`src/rtl/prbs_checker_23b.sv`:
```
// Serial PRBS checker: self-synchronises a local x^23 + x^18 + 1 LFSR to the received
// stream, then free-runs it to count bit errors and detect loss of lock.
module prbs_checker_23b #(
    parameter int WIDTH       = 23,
    parameter int TAP         = 18,
    parameter int SYNC_LEN    = 64,
    parameter int LOSS_WINDOW = 256,
    parameter int LOSS_THRESH = 16,
    parameter int CNT_W       = 32
) (
    input  logic             clk,
    input  logic             reset,
    input  logic             shift_enable,
    input  logic             bit_in,
    input  logic             clear_cnt,
    output logic             locked,
    output logic             err_pulse,
    output logic             lol_pulse,
    output logic [CNT_W-1:0] bit_count,
    output logic [CNT_W-1:0] err_count
);

    localparam logic [1:0] ST_SEED   = 2'd0;
    localparam logic [1:0] ST_VERIFY = 2'd1;
    localparam logic [1:0] ST_LOCKED = 2'd2;

    localparam int FILL_W  = $clog2(WIDTH + 1);
    localparam int MATCH_W = $clog2(SYNC_LEN + 1);
    localparam int WIN_W   = $clog2(LOSS_WINDOW);
    localparam int WERR_W  = $clog2(LOSS_THRESH + 1);

    localparam logic [FILL_W-1:0]  FILL_LAST  = FILL_W'(WIDTH - 1);
    localparam logic [MATCH_W-1:0] MATCH_FULL = MATCH_W'(SYNC_LEN);
    localparam logic [WIN_W-1:0]   WIN_LAST   = WIN_W'(LOSS_WINDOW - 1);
    localparam logic [WERR_W-1:0]  WERR_LIMIT = WERR_W'(LOSS_THRESH);

    logic [1:0]         state_q, state_d;
    logic [WIDTH-1:0]   sr_q, sr_d;
    logic [FILL_W-1:0]  fill_q, fill_d;
    logic [MATCH_W-1:0] match_q, match_d;
    logic [WIN_W-1:0]   win_q, win_d;
    logic [WERR_W-1:0]  werr_q, werr_d;
    logic [CNT_W-1:0]   bit_cnt_q, bit_cnt_d;
    logic [CNT_W-1:0]   err_cnt_q, err_cnt_d;
    logic               err_pulse_q, err_pulse_d;
    logic               lol_pulse_q, lol_pulse_d;

    logic               pred;
    logic               mismatch;
    logic [WERR_W-1:0]  werr_next;

    always_comb begin
        state_d     = state_q;
        sr_d        = sr_q;
        fill_d      = fill_q;
        match_d     = match_q;
        win_d       = win_q;
        werr_d      = werr_q;
        bit_cnt_d   = bit_cnt_q;
        err_cnt_d   = err_cnt_q;
        err_pulse_d = 1'b0;
        lol_pulse_d = 1'b0;
        pred        = sr_q[WIDTH-1] ^ sr_q[TAP-1];
        mismatch    = (bit_in != pred);
        werr_next   = werr_q + WERR_W'(mismatch);

        if (shift_enable) begin
            case (state_q)
                ST_SEED: begin
                    sr_d = {sr_q[WIDTH-2:0], bit_in};
                    if (fill_q == FILL_LAST) begin
                        fill_d  = '0;
                        match_d = '0;
                        state_d = ST_VERIFY;
                    end else begin
                        fill_d = fill_q + FILL_W'(1);
                    end
                end
                ST_VERIFY: begin
                    sr_d = {sr_q[WIDTH-2:0], bit_in};
                    if (mismatch) begin
                        match_d = '0;
                    end else if (match_q != MATCH_FULL) begin
                        match_d = match_q + MATCH_W'(1);
                    end
                    // An all-zero register trivially predicts a zero stream, so it may never lock
                    if (!mismatch && (match_d == MATCH_FULL) && (|sr_d)) begin
                        match_d = '0;
                        win_d   = '0;
                        werr_d  = '0;
                        state_d = ST_LOCKED;
                    end
                end
                ST_LOCKED: begin
                    sr_d      = {sr_q[WIDTH-2:0], pred};
                    bit_cnt_d = (&bit_cnt_q) ? bit_cnt_q : bit_cnt_q + CNT_W'(1);
                    if (mismatch) begin
                        err_cnt_d   = (&err_cnt_q) ? err_cnt_q : err_cnt_q + CNT_W'(1);
                        err_pulse_d = 1'b1;
                    end
                    // Threshold takes priority over the window wrap on the same bit
                    if (werr_next == WERR_LIMIT) begin
                        state_d     = ST_SEED;
                        lol_pulse_d = 1'b1;
                        fill_d      = '0;
                        match_d     = '0;
                        win_d       = '0;
                        werr_d      = '0;
                    end else if (win_q == WIN_LAST) begin
                        win_d  = '0;
                        werr_d = '0;
                    end else begin
                        win_d  = win_q + WIN_W'(1);
                        werr_d = werr_next;
                    end
                end
                default: begin
                    state_d = ST_SEED;
                    fill_d  = '0;
                    match_d = '0;
                end
            endcase
        end

        if (clear_cnt) begin
            bit_cnt_d = '0;
            err_cnt_d = '0;
        end
    end

    always_ff @(posedge clk or negedge reset) begin
        if (!reset) begin
            state_q     <= ST_SEED;
            sr_q        <= '0;
            fill_q      <= '0;
            match_q     <= '0;
            win_q       <= '0;
            werr_q      <= '0;
            bit_cnt_q   <= '0;
            err_cnt_q   <= '0;
            err_pulse_q <= 1'b0;
            lol_pulse_q <= 1'b0;
        end else begin
            state_q     <= state_d;
            sr_q        <= sr_d;
            fill_q      <= fill_d;
            match_q     <= match_d;
            win_q       <= win_d;
            werr_q      <= werr_d;
            bit_cnt_q   <= bit_cnt_d;
            err_cnt_q   <= err_cnt_d;
            err_pulse_q <= err_pulse_d;
            lol_pulse_q <= lol_pulse_d;
        end
    end

    assign locked    = (state_q == ST_LOCKED);
    assign err_pulse = err_pulse_q;
    assign lol_pulse = lol_pulse_q;
    assign bit_count = bit_cnt_q;
    assign err_count = err_cnt_q;

endmodule

```
`config.mk`:
```
export PLATFORM = sky130hd
export DESIGN_NAME = prbs_checker_23b
export DESIGN_NICKNAME = d
export VERILOG_FILES = /design/src/rtl/prbs_checker_23b.sv
export SDC_FILE = /design/constraint.sdc
export NUM_CORES = 1
export LEC_CHECK = 0
export BUFFER_PORTS_ARGS = -buffer_cell sky130_fd_sc_hd__buf_2
export CELL_PAD_IN_SITES_DETAIL_PLACEMENT = 1
export CELL_PAD_IN_SITES_GLOBAL_PLACEMENT = 1
export CORE_MARGIN = 3
export CORE_UTILIZATION = 40
export CTS_CLUSTER_SIZE = 16
export DETAILED_ROUTE_END_ITERATION = 6
export PLACE_DENSITY_LB_ADDON = 0.1
export SYNTH_ARGS = -nofsm -noshare
export SYNTH_HDL_FRONTEND = slang
export SYNTH_SLANG_ARGS = --single-unit
```
`constraint.sdc`:
```
create_clock -name clk -period 4.4 [get_ports clk]
set_input_delay 1.1 -clock clk [delete_from_list [all_inputs] [get_ports clk]]
set_output_delay 1.1 -clock clk [all_outputs]
set_load 0.02 [all_outputs]
```
== Word level (Yosys, flattened, before mapping) ==
Index checks and enable logic that the tools add are counted.
Widths: inputs -> output; s select.
Cells by class
  add/subtract/negate cells: 6
  equal/unequal tests: 13
  multiplexer cells: 39
  bitwise operators: 2
  reductions and logical operators: 20
Operators by type and width (count)
  $mux 32: 9
  $add 32x1->32 const B: 2
  $reduce_and 32->1: 2
  $mux 7: 7
  $pmux 23 s2: 1
  $mux 5: 5
  $mux 8: 3
  $reduce_or 23->1: 1
  $pmux 7 s3: 1
  $pmux 8 s2: 1
  $pmux 5 s3: 1
  $reduce_and 3->1: 4
  $eq 5x5->1 const B: 2
  $pmux 5 s2: 1
  $reduce_bool 2->1: 5
  $add 8x1->8 const B: 1
  $eq 8x8->1 const B: 1
  $ne 2x2->1 const B: 4
  $reduce_and 4->1: 2
  $add 7x1->7 const B: 1
  $eq 7x7->1 const B: 1
  $ne 7x7->1 const B: 1
  $mux 1: 6
  $mux 2: 3
  14 further kinds: 15
Storage, ports and cells
  register bits after elaboration: 116
  output and inout bits: 67
  word-level logic and storage cells: 90

== Logic depth before layout (Yosys ltp) ==
Gate-level depths: netlist (run 1).
  depth after elaboration: 10
  depth in mapped cells: 10

== Least setup slack after synthesis (run 1) ==
Ideal clock, no wire load.
  path kind: input to register
  from: input bit_in
  to: register match_q[3]
  data arrival time: 3.530 ns
  required time: 4.331 ns
  setup slack: 0.802 ns
  stages: 9
  cell sequence: xor3_2 > ha_1 > ha_1 > or3b_1 > a221o_1 > o21ai_4 > nand3_1 > or4_1 > nand3_1
On the way
  longest elaborated chain between the ends: 9
  elaborated cells between the ends (all ways): 15
RTL lines
  start, declared: line 14  | input logic bit_in,
  branches (longest 9 deep; another with $add 5x1->5)
  end signal, assigned: line 147  | match_q <= match_d;
  end, declared: line 40  | logic [MATCH_W-1:0] match_q, match_d;
Parallel ways; which one is timed is not known. The select of a mux whose other input is x is not followed.
A chain may end at the register's enable or synchronous reset.

== Final worst setup path (run 1) ==
  from: input bit_in
  to: register match_q[6]
Same word-level chain as after synthesis.

==> results summary, run 1 <==
The run finished with clean final reports. The launch instance of the worst min-delay path is win_q[1]. The area taken by flip-flops and latches is 0.00290 mm2.

The count of port buffers added during placement came out at 71. Headroom to the max-slew limit came out at 33.7%. The achievable clock frequency is 274 MHz.

At the later pin of the worst-skew pair, clock insertion delay measures 410 ps. The launch point of the critical path is bit_in. Of the synthesized area, sequential elements account for 47.8%.

The final critical-path setup slack is 749 ps. The post-detailed-route wirelength per cell is 17.8 um. The per-instance average area after synthesis came out at 9.77 um2. The number of synthesized register bits came out at 116. Clock-pin slew was measured on the worst setup and hold paths at 50 ps. STA classifies the critical path startpoint as an input pin.

The number of setup violations in the final report came out at 0. The via count of the first global-routing pass came out at 5231. The die width came out at 129 um. The via count came out at 5106. Across the routed clock network, the largest skew measured is 8.54 ps. The clock tree from TritonCTS is built.

The total clock buffers created by CTS is 17. The overall overflow remaining after global route came out at 0. The critical path is of the input pin to flop type. The actual slew at the worst max-slew pin is 986 ps.

The total instance count after detailed placement came out at 858. After detailed routing, the total wire length is 15900 um. The netlist area before placement came out at 0.00607 mm2.

The cell area after layout came out at 0.00714 mm2. The largest fanout on the critical path is 9. 72 I/O pins were placed. The total die area came out at 0.0167 mm2. The fraction of the core area covered by cells at the end of the flow came out at 48.6%. The number of gates given a new drive strength after cts came out at 0. The filler cell count is 1692. After synthesis, the share of flip-flops with an asynchronous set or reset is 100%. CTS built an H-tree with a depth of 4. In this run the critical register-to-register path is launched from sr_q[17].

The data required time of the worst path came out at 4750 ps. The final standard cell count with taps included and fillers excluded is 889. The final worst-path cycle share is 83.0%. The number of nets in the synthesized netlist came out at 635.

The number of DRC violations after detailed-routing iteration 0 is 225. The total placed instance area came out at 0.00662 mm2. The count of mapped cells out of synthesis came out at 621.

The cell leakage power is 3.25 nW. Setup repair after global routing left no endpoint under its margin. The maximum buffer depth of the clock tree is 2. The ratio of routed vias to standard cells came out at 5.74. The worst supply voltage drop on vdd came out at 0.000264 V. After the last flow step, the layout net total stands at 707. The final HPWL from detailed placement came out at 11000 um. The floorplan row count is 44. The antenna diode instance count came out at 0.

The maximum number of pins on one net before global-route repair is 66. The unique cell type count in the Yosys netlist is 58. From bottom edge to top edge, the die measures 129 um. The number of nets with antenna violations after routing is 0. The clock net in this run drives a total of 116 sinks.

The starting utilization of the core area is 41.3%. The number of enable-type register cells in the synthesized netlist is 0. The most used flip-flop cell after synthesis is sky130_fd_sc_hd__dfrtp_1. The worst setup slack before clock tree synthesis is 331 ps.

The buffer cell driving the clock tree root is sky130_fd_sc_hd__clkbuf_16. The placeable core region is 0.0147 mm2. The area of the multi-input gates is 0.00301 mm2. The shortest period the worst path allows is 3650 ps. The overall power of the completed layout came out at 2.95 mW.

The global-route wire length before repair is 26400 um. The count of endpoints failing hold in the final timing report came to 0. STA classifies the critical path endpoint as a flop.

The number of post-CTS setup repair buffers is 0. The sum of negative setup slack came out at 0 ps. The final-report max-slew violation count came to 0.

The final hold slack came out at 532 ps. The number of optimization iterations in the first detailed-route pass is 4. The initial antenna violation count is 0.

The signed area change from the synthesized netlist to the final layout is 17.7%. The fraction of final layout cells with drive strength greater than 1 is 19.7%. The data arrival time at the worst-slack endpoint is 4000 ps. The count of synthesis-stage warnings from yosys came out at 0. The path class of the tightest hold or removal check is flop to flop. The overall fraction of global-route tracks in use is 19.8%. The hold buffer count at CTS is 0. The final weighted congestion in routability-driven placement came out at 0.850. The power density over cell area came out at 413 mW/mm2. The tool flagged a number of max-cap violations equal to 0. The DRC violation count after routing came out at 0.
metal layers:
metal	vias to the layer above	part of all wire [%]	GRT usage [%]	wire length, um
met2	80	48	31.9	7660
met1	2599	47	26.4	7420
met3	25	3.3	4.29	528
met5	-	0	0	0
li1	2402	-	-	-
met4	0	1.6	7.23	246
logic make-up after synthesis:
family / synth area share, %
AND/OR/NAND/NOR: 25.0
flip-flops: 47.8
multiplexers: 4.41
buffers and inverters: 2.60
XOR/XNOR: 8.64
adder cells (fa/ha/maj): 1.86
AO/OA/AOI/OAI: 9.65
worst max-delay path, cell delays in order:
cell and delay (ps):
sky130_fd_sc_hd__buf_2 100, sky130_fd_sc_hd__xor3_2 340, sky130_fd_sc_hd__ha_1 250, sky130_fd_sc_hd__ha_1 240, sky130_fd_sc_hd__or3b_1 390, sky130_fd_sc_hd__a221o_1 370
sky130_fd_sc_hd__o21ai_4 220, sky130_fd_sc_hd__nand3_1 280, sky130_fd_sc_hd__buf_4 260, sky130_fd_sc_hd__nor4_1 300, sky130_fd_sc_hd__a211o_1 140
cells in the mapped netlist, drive strengths merged (3+ instances only):
cell type	instances	share of area [%]
nor4	9	1.0
ha	9	1.9
o2111ai	4	0.58
a211oi	3	0.37
nand3	40	3.4
xnor2	10	1.4
and4	11	1.6
mux2	22	4.1
nand2	43	2.7
o32ai	3	0.43
or2	3	0.31
buf	6	0.56
a22o	3	0.43
a21oi	15	1.2
inv	15	0.93
a31oi	4	0.41
nor2	73	4.5
clkbuf	18	1.1
or3	12	1.2
o31ai	4	0.49
nand2b	4	0.41
and2	8	0.82
or4	3	0.37
and3	20	2.1
nand4	38	3.9
xor2	47	6.8
nor3	14	1.2
o21ai	26	2.3
nand4b	3	0.43
dfrtp	116	48
o22ai	5	0.52
nor2b	5	0.52
placed cells by master, fill, tap and decap left out, types with 3 or more instances in the layout:
master / netlist / layout
sky130_fd_sc_hd__dfrtp_1: 116 / 116
sky130_fd_sc_hd__nor2_1: 73 / 73
sky130_fd_sc_hd__buf_2: 3 / 70
sky130_fd_sc_hd__xor2_1: 47 / 47
sky130_fd_sc_hd__nand2_1: 43 / 43
sky130_fd_sc_hd__nand3_1: 39 / 39
sky130_fd_sc_hd__nand4_1: 38 / 38
sky130_fd_sc_hd__o21ai_0: 24 / 24
sky130_fd_sc_hd__mux2_2: 22 / 22
sky130_fd_sc_hd__and3_1: 20 / 20
sky130_fd_sc_hd__clkbuf_16: 0 / 17
sky130_fd_sc_hd__inv_1: 15 / 15
sky130_fd_sc_hd__a21oi_1: 15 / 14
sky130_fd_sc_hd__nor3_1: 13 / 13
sky130_fd_sc_hd__or3_1: 12 / 12
sky130_fd_sc_hd__and4_1: 11 / 11
sky130_fd_sc_hd__xnor2_1: 10 / 10
sky130_fd_sc_hd__ha_1: 9 / 9
sky130_fd_sc_hd__nor4_1: 8 / 8
sky130_fd_sc_hd__and2_1: 8 / 8
sky130_fd_sc_hd__buf_4: 2 / 6
sky130_fd_sc_hd__nor2b_1: 5 / 5
sky130_fd_sc_hd__o22ai_1: 5 / 5
sky130_fd_sc_hd__clkinv_2: 0 / 5
sky130_fd_sc_hd__clkbuf_1: 18 / 5
sky130_fd_sc_hd__o31ai_1: 4 / 4
sky130_fd_sc_hd__o2111ai_1: 4 / 4
sky130_fd_sc_hd__a31oi_1: 4 / 4
sky130_fd_sc_hd__nand2b_1: 4 / 4
sky130_fd_sc_hd__clkbuf_8: 0 / 4
sky130_fd_sc_hd__nand4b_1: 3 / 3
sky130_fd_sc_hd__a211oi_1: 3 / 3
sky130_fd_sc_hd__or2_2: 3 / 3
sky130_fd_sc_hd__a22o_1: 3 / 3
sky130_fd_sc_hd__or4_1: 3 / 3
sky130_fd_sc_hd__o32ai_1: 3 / 3
state kept, by name (all words and copies together) (netlist names), 2 cells and up:
register / cells
fill_q: 5
match_q: 7
win_q: 8
werr_q: 5
err_count: 32
bit_count: 32
sr_q: 23
state_q: 2
layout make-up:
cell class                      count  area share (%)
Clock buffer                       26            6.99
Clock inverter                      5           0.351
Inverter                           15           0.789
Multi-Input combinational cell    466            42.2
Sequential cell                   116            40.7
Tap cell                          184            3.22
Timing Repair Buffer               77            5.82
power by group:
group	internal (mW)	switching, mW	total (mW)
registers	1.19	0.124	1.32
clock network	0.770	0.463	1.23
logic	0.188	0.206	0.394
final timing paths:
| kind | slack, ps | to | cells after the start |
|---|---|---|---|
| worst min-delay path | 530 | win_q[1] | 1 |
| min in group asynchronous | 790 | err_count[29] | 1 |
| worst max register to register | 940 | match_q[6] | 10 |
| worst max-delay path | 750 | match_q[6] | 11 |
| max in group asynchronous | 2820 | bit_count[10] | 2 |
| worst min register to register | 530 | win_q[1] | 1 |
Note: power is estimated with default switching activity, not from simulation.
==> inputs of run 2 (changes only) <==
clock period = 3.4 ns   (was 4.4 ns; I/O delays follow)
==> results summary, run 2 (synthesis results as in run 1) <==
The starting utilization of the core area was 41.3% (unchanged). The maximum number of pins on one net before global-route repair is 69 (+4.5%). The total die area came out at 0.0167 mm2 (unchanged). The number of setup violations in the final report came out at 0 (unchanged).

The placeable core region is 0.0147 mm2 (unchanged). The floorplan row count came out at 44 (unchanged). The final worst-path cycle share came out at 91.5%. The number of nets with antenna violations after routing is 0 (unchanged).

The initial antenna violation count came out at 0 (unchanged). The launch point of the critical path is sr_q[17]. The hold buffer count at CTS came to 0 (unchanged).

The via count came out at 5097 (-0.18%). Leaving out fill and tap cells, the most frequent cells in the layout are 116 x sky130_fd_sc_hd__dfrtp_1, 73 x sky130_fd_sc_hd__nor2_1, 70 x sky130_fd_sc_hd__buf_2, 47 x sky130_fd_sc_hd__xor2_1, 43 x sky130_fd_sc_hd__nand2_1. The number of nets in the layout came out at 719 (+1.7%). The library cell used most frequently in the layout, excluding fill and tap cells, is sky130_fd_sc_hd__dfrtp_1. The worst setup path is captured at a flop.

The worst setup skew after layout is 7.96 ps (-0.571 ps). The final routed wirelength across all metal layers is 15700 um (-0.68%). The register clock-pin slew on the reported worst setup and hold paths is 60 ps (about the same). The filler cell count is 1663 (-1.7%).

The actual slew at the worst max-slew pin is 901 ps (-84.9 ps). The run finished with clean final reports. The max capacitance violation total is 0 (unchanged).

The number of DRC violations after detailed-routing iteration 0 came out at 291 (+29%). The total clock buffers created by CTS is 17 (unchanged). The overall power of the completed layout is 4.24 mW (+44%). The DRC violation count after routing is 0 (unchanged). The count of endpoints failing hold in the final timing report is 0 (unchanged).

The total instance count after detailed placement is 870 (+1.4%). The final hold slack came to 288 ps (-244 ps). The data arrival time at the worst-slack endpoint is 3460 ps (-540 ps). The overall fraction of global-route tracks in use was 19.9% (+0.16 points).

The shortest period the worst path allows is 3110 ps. The worst register-to-register path ends at match_q[6]. The count of port buffers added during placement was 71 (unchanged). The via count of the first global-routing pass is 5341 (+2.1%). The detailed-routing wirelength on met1 is 7400 um (-0.20%). The end point of the critical path is match_q[6]. The vertical extent of the die is 129 um (unchanged). The I/O pin count is 72 (unchanged). The final weighted congestion in routability-driven placement is 0.795 (-6.5%). The insertion delay to the later sink of the worst-skew pair is 420 ps (about the same). The overall overflow remaining after global route is 0 (unchanged). The worst supply voltage drop on vdd is 0.000455 V (+73%). The worst setup path is of the flop to flop kind. The fraction of final layout cells with drive strength greater than 1 came out at 21.9% (+2.1 points). The global-route wire length before repair is 26900 um (+1.9%).

The slack of the worst reg-to-reg path came to 290 ps (-650 ps). The type of origin of the critical path is a flop. The total number of H-tree levels is 4 (unchanged). The maximum buffer depth of the clock tree was 2 (unchanged). The achievable clock frequency is 322 MHz. The cell depth of the worst flop-to-flop path came to 10 (unchanged). The antenna diode instance count was 0 (unchanged).

The final HPWL from detailed placement came out at 10800 um (-1.7%). The largest fanout on the critical path came to 9 (unchanged). The post-detailed-route wirelength per cell is 17.5 um (-2.1%).

The TritonCTS sink count is 116 (unchanged). The signed area change from the synthesized netlist to the final layout is 21.5%. The worst hold path belongs to the class input pin to async pin. The ratio of routed vias to standard cells came out at 5.65 (-1.6%). The final standard cell count with taps included and fillers excluded is 902 (+1.5%).

The number of optimization iterations in the first detailed-route pass came out at 5 (+1). The die width is 129 um (unchanged). The cell leakage power came out at 3.38 nW (+3.8%). The top layer reached by signal wires is met4. The wire length on met3 came out at 546 um (+3.4%). The power density over cell area came out at 575 mW/mm2 (+39%). The tree is rooted in a sky130_fd_sc_hd__clkbuf_16. The worst reg2reg path startpoint is sr_q[17].

The clock tree from TritonCTS is built. The number of post-CTS setup repair buffers is 0 (unchanged). The routed length on met2 is 7650 um (-0.14%). The worst max-slew margin expressed relative to the limit came out at 39.4% (+5.7 points). The data required time of the worst path is 3750 ps (-1000 ps). The final-report max-slew violation count is 0 (unchanged). Setup repair after global routing left no endpoint under its margin.
run 2: power breakdown:
group	switching (mW)	internal, mW
logic	0.280	0.262
clock network	0.624	1.37
registers	0.156	1.55
total	1.06	3.18
run 2: timing repair:
item                                    CTS  global route
endpoints found under the hold margin     0             0
endpoints found under the setup margin    0             1
gates resized for setup                   0             1
run 2: cell type report:
cell class / count / area, um2 / area share, %
repair buffers: 89 / 505 / 6.86
clock inverters: 10 / 175 / 2.38
well taps: 184 / 230 / 3.12
inverters: 15 / 56.3 / 0.764
flip-flops and latches: 116 / 2900 / 39.4
multi-input cells: 466 / 3020 / 40.9
clock buffers: 22 / 484 / 6.57
run 2: worst max-delay path: stages (launching register included):
cell	delay, ps
sky130_fd_sc_hd__dfrtp_1	440
sky130_fd_sc_hd__xor3_2	420
sky130_fd_sc_hd__ha_1	220
sky130_fd_sc_hd__ha_1	200
sky130_fd_sc_hd__or3b_1	370
sky130_fd_sc_hd__a221o_1	390
sky130_fd_sc_hd__o21ai_4	160
sky130_fd_sc_hd__nand3_2	170
sky130_fd_sc_hd__buf_4	220
sky130_fd_sc_hd__nor4_1	310
sky130_fd_sc_hd__a211o_1	150
run 2: how the worst min path moves through the flow:
stage	startpoint	to	slack, ps	cells past startpoint
floorplan	win_q[2]	win_q[2]	480	1
global placement	win_q[2]	win_q[2]	500	1
detailed placement	win_q[2]	win_q[2]	510	1
CTS	reset	err_count[21]	280	1
global route	reset	err_count[21]	280	1
finish	reset	err_count[21]	290	1
run 2: stage by stage:
stage	utilization [%]	TNS (ps)	cell area [um2]	setup WS (ps)
after global routing	50.1	0	7370	24.0
final	50.1	0	7370	290
after CTS	50.1	0	7360	160
after detailed placement	45.6	-621	6710	-186
after floorplan	-	0	6070	51.6
after global placement	45.6	-18.3	6710	-12.7
run 2: layer usage:
| metal | global-route usage [%] | vias to the layer above |
|---|---|---|
| li1 | - | 2419 |
| met1 | 26.6 | 2586 |
| met2 | 32.9 | 80 |
| met3 | 4.33 | 12 |
| met4 | 5.68 | 0 |
| met5 | 0 | - |
==> inputs of run 3 (changes only) <==
ABC_AREA = 1   (was unset)
BUFFER_PORTS_ARGS = unset   (was -buffer_cell sky130_fd_sc_hd__buf_2)
DONT_BUFFER_PORTS = 1   (was unset)
clock period = 3.8 ns   (was 3.4 ns; I/O delays follow)
==> results summary, run 3 <==
The library cells used most frequently in the layout, excluding fill and tap cells, are 330 x sky130_fd_sc_hd__nand2_1, 116 x sky130_fd_sc_hd__dfrtp_1, 109 x sky130_fd_sc_hd__nor2_1, 100 x sky130_fd_sc_hd__nand3_1, 71 x sky130_fd_sc_hd__inv_1. In this run the worst setup path begins at err_count[0]. The sequential power share is 41.1% (+0.9 points).

The via count came out at 6315 (+24%). The vertical extent of the die is 139 um (+7.7%). The overall fraction of global-route tracks in use is 20.9% (+0.98 points).

The final-report max-slew violation count came out at 0 (unchanged). By count the netlist is led by 330 x sky130_fd_sc_hd__nand2_1, 116 x sky130_fd_sc_hd__dfrtp_1, 109 x sky130_fd_sc_hd__nor2_1, 100 x sky130_fd_sc_hd__nand3_1, 71 x sky130_fd_sc_hd__inv_1. The dominant cell by count in the synthesized netlist is sky130_fd_sc_hd__nand2_1.

The achievable clock frequency was 349 MHz (+8.7%). The number of post-CTS setup repair buffers came out at 0 (unchanged). The number of DRC violations after detailed-routing iteration 0 is 295 (+1.4%). The worst register-to-register path ends at err_count[19]. The cell depth of the worst flop-to-flop path is 11 (+1). The final worst-path cycle share is 75.3% (-16 points).

The worst setup slack before clock tree synthesis came out at 685 ps (+871 ps). The starting utilization of the core area came out at 41.0% (-0.32 points). The area of the multi-input gates came out at 0.00370 mm2 (+23%). The worst supply voltage drop on vdd came out at 0.000335 V (-26%).

The netlist area before placement was 0.00708 mm2 (+17%). The power share of the combinational group came out at 16.0% (+3.2 points). Ranked by total cell area, the synthesized netlist is headed by sky130_fd_sc_hd__dfrtp_1 41%, sky130_fd_sc_hd__nand2_1 17%, sky130_fd_sc_hd__nand3_1 7.1%. The data arrival time at the worst-slack endpoint came out at 3140 ps (-320 ps). The clock network power share was 42.9% (-4.2 points). The total die area came out at 0.0193 mm2 (+16%). The cell sitting at the root of the clock tree is a sky130_fd_sc_hd__clkbuf_16.

The area taken by flip-flops and latches came out at 0.00290 mm2 (unchanged). The proportion of netlist area held by the largest area contributor is 41.0% (-6.9 points). The switching component of the power came out at 1.22 mW (+15%). The data required time of the worst path came out at 4080 ps (+330 ps). The slack of the worst reg-to-reg path came out at 940 ps (+650 ps). The worst max-slew margin expressed relative to the limit came out at 43.7% (+4.3 points).

The DRC violation count after routing is 0 (unchanged). The maximum buffer depth of the clock tree came out at 2 (unchanged). The startpoint identified for the worst register-to-register timing path is err_count[0].

The number of nets with antenna violations after routing is 0 (unchanged). The signed area change from the synthesized netlist to the final layout came out at 10.3%. The max capacitance violation total is 0 (unchanged). The placeable core region came out at 0.0173 mm2 (+18%). The actual slew at the worst max-slew pin is 843 ps (-57.8 ps).

The run finished with clean final reports. The number of optimization iterations in the first detailed-route pass came out at 4 (-1). The initial antenna violation count came out at 0 (unchanged). The global-route wire length before repair came to 33400 um (+24%). The overall overflow remaining after global route was 0 (unchanged). The number of setup violations in the final report is 0 (unchanged).

The unique cell type count in the Yosys netlist is 38 (-34%). The number of synthesized register bits is 116 (unchanged). The TritonCTS sink count came out at 116 (unchanged). The commonest register cell after synthesis is sky130_fd_sc_hd__dfrtp_1. The via count of the first global-routing pass came out at 6308 (+18%).

The post-detailed-route wirelength per cell is 16.2 um (-7.4%). TritonCTS built the clock tree. The ratio of routed vias to standard cells came out at 5.16 (-8.8%). The final routed wirelength across all metal layers is 19800 um (+26%). The maximum number of pins on one net before global-route repair is 117 (+70%). The total clock buffers created by CTS is 17 (unchanged).

The I/O pin count is 72 (unchanged). The register clock-pin slew on the reported worst setup and hold paths is 60 ps (about the same). The final critical-path setup slack is 938 ps (+648 ps).

The insertion delay to the later sink of the worst-skew pair is 420 ps (about the same). The count of port buffers added during placement was 0 (-100%). The end point of the critical path is err_count[19].

The total number of H-tree levels is 4 (unchanged). The largest fanout on the critical path is 45 (+36). The class of the most critical setup path is flop to flop.

The floorplan row count came out at 48 (+9.1%). The number of nets in the layout came to 1001 (+39%). The number of enable-type register cells in the synthesized netlist is 0 (unchanged).

The capturing element type of the critical path is a flop. The switching share of power came out at 30.6% (+5.6 points). The fraction of the core area covered by cells at the end of the flow is 45.2% (-5.0 points). The share of synthesized registers carrying an async set or reset came out at 100% (unchanged). The die width came out at 139 um (+7.7%).

The number of nets in the synthesized netlist came to 1007 (+59%). The fraction of final layout cells with drive strength greater than 1 was 7.00% (-15 points). The number of gates given a new drive strength after cts is 0 (unchanged). The library cell used most frequently in the layout, excluding fill and tap cells, is sky130_fd_sc_hd__nand2_1. The per-instance average area after synthesis is 7.13 um2 (-27%). The worst setup skew after layout is 7.23 ps (-0.736 ps). The count of mapped cells out of synthesis came to 993 (+60%).

The shortest period the worst path allows came out at 2860 ps (-248 ps). STA classifies the critical path startpoint as a flop. The antenna diode instance count came out at 0 (unchanged).

The hold buffer count at CTS was 0 (unchanged). The count of endpoints failing hold in the final timing report came out at 0 (unchanged). The cell leakage power came out at 3.40 nW (+0.60%). The overall power of the completed layout is 3.99 mW (-6.0%). The synthesized design spends more area on one cell type than any other, namely sky130_fd_sc_hd__dfrtp_1. The sum of negative setup slack is 0 ps (unchanged).

The class of the worst hold path is input pin to async pin. The filler cell count came out at 2217 (+33%). The final weighted congestion in routability-driven placement came out at 0.853 (+7.3%). The fraction of the yosys area taken by sequential cells was 41.0% (-6.9 points).

The count of synthesis-stage warnings from yosys came out at 0 (unchanged). The final HPWL from detailed placement came to 14000 um (+29%). Setup repair after global routing left no endpoint under its margin.

The power density over cell area came out at 510 mW/mm2 (-11%). The internal power contribution came to 2.76 mW (-13%).
## run 3: cell count changes after synthesis, moves of 25 or more
| cell | previous run | this run |
|---|---|---|
| sky130_fd_sc_hd__nand4_1 | 38 | 13 |
| sky130_fd_sc_hd__nor2_1 | 73 | 109 |
| sky130_fd_sc_hd__xor2_1 | 47 | 21 |
| sky130_fd_sc_hd__nand2_1 | 43 | 330 |
| sky130_fd_sc_hd__inv_1 | 15 | 71 |
| sky130_fd_sc_hd__nand3_1 | 39 | 100 |
## run 3: cell families (layout without fill, tap and decap cells)
group	Yosys count	in the layout	synth area share [%]
AND/OR/NAND/NOR	629	629	38.7
flip-flops	116	116	41.0
buffers and inverters	106	113	6.84
AO/OA/AOI/OAI	98	98	7.60
XOR/XNOR	35	35	4.33
adder cells (fa/ha/maj)	9	9	1.59
## run 3: power by group through the flow
stage | combinational (mW) | clock [mW] | sequential, mW
2_1_floorplan | 0.552 | 0 | 1.60
3_3_place_gp | 0.632 | 0 | 1.66
3_5_place_dp | 0.652 | 0 | 1.66
4_1_cts | 0.653 | 1.75 | 1.64
5_1_grt | 0.761 | 1.81 | 1.67
6_report | 0.636 | 1.71 | 1.64
## run 3: routing by layer
metal / up-vias / wire (um) / global-route usage (%)
li1: 3199 / - / -
met1: 3007 / 9590 / 28.5
met2: 85 / 9130 / 33.6
met3: 24 / 769 / 4.59
met4: 0 / 323 / 6.13
met5: - / 0 / 0
## run 3: stage by stage
step           cell area [um2]  hold WS [ps]  instances
2_1_floorplan             7080           464        993
5_1_grt                   7820           211       1225
3_3_place_gp              7200           492       1193
6_report                  7820           231       1225
3_5_place_dp              7200           493       1193
4_1_cts                   7820           214       1225
## run 3: cell type report
type	instances	share of cell area [%]
multi-input combinational	771	47.3
clock buffer	22	5.94
timing repair buffer	2	0.192
clock inverter	10	1.97
inverter	79	3.86
sequential	116	37.1
tap	225	3.60
## run 3: worst min path at each step
stage,start,to,depth (start not counted)
5_1_grt,reset,bit_count[22],0
4_1_cts,reset,bit_count[22],0
2_1_floorplan,sr_q[12],sr_q[13],2
3_3_place_gp,sr_q[1],sr_q[2],2
3_5_place_dp,sr_q[6],sr_q[7],2
6_report,reset,bit_count[29],0
## run 3: worst max-delay path, cell delays in order (launching register included)
cell and delay, ps:
sky130_fd_sc_hd__dfrtp_1 520, sky130_fd_sc_hd__ha_1 350, sky130_fd_sc_hd__nand3_2 180, sky130_fd_sc_hd__inv_2 80, sky130_fd_sc_hd__nand2_2 80, sky130_fd_sc_hd__nor2_2 60
sky130_fd_sc_hd__nand3_1 100, sky130_fd_sc_hd__nand2_1 70, sky130_fd_sc_hd__nor2_2 640, sky130_fd_sc_hd__inv_4 360, sky130_fd_sc_hd__nand2_1 180, sky130_fd_sc_hd__o21ai_1 80
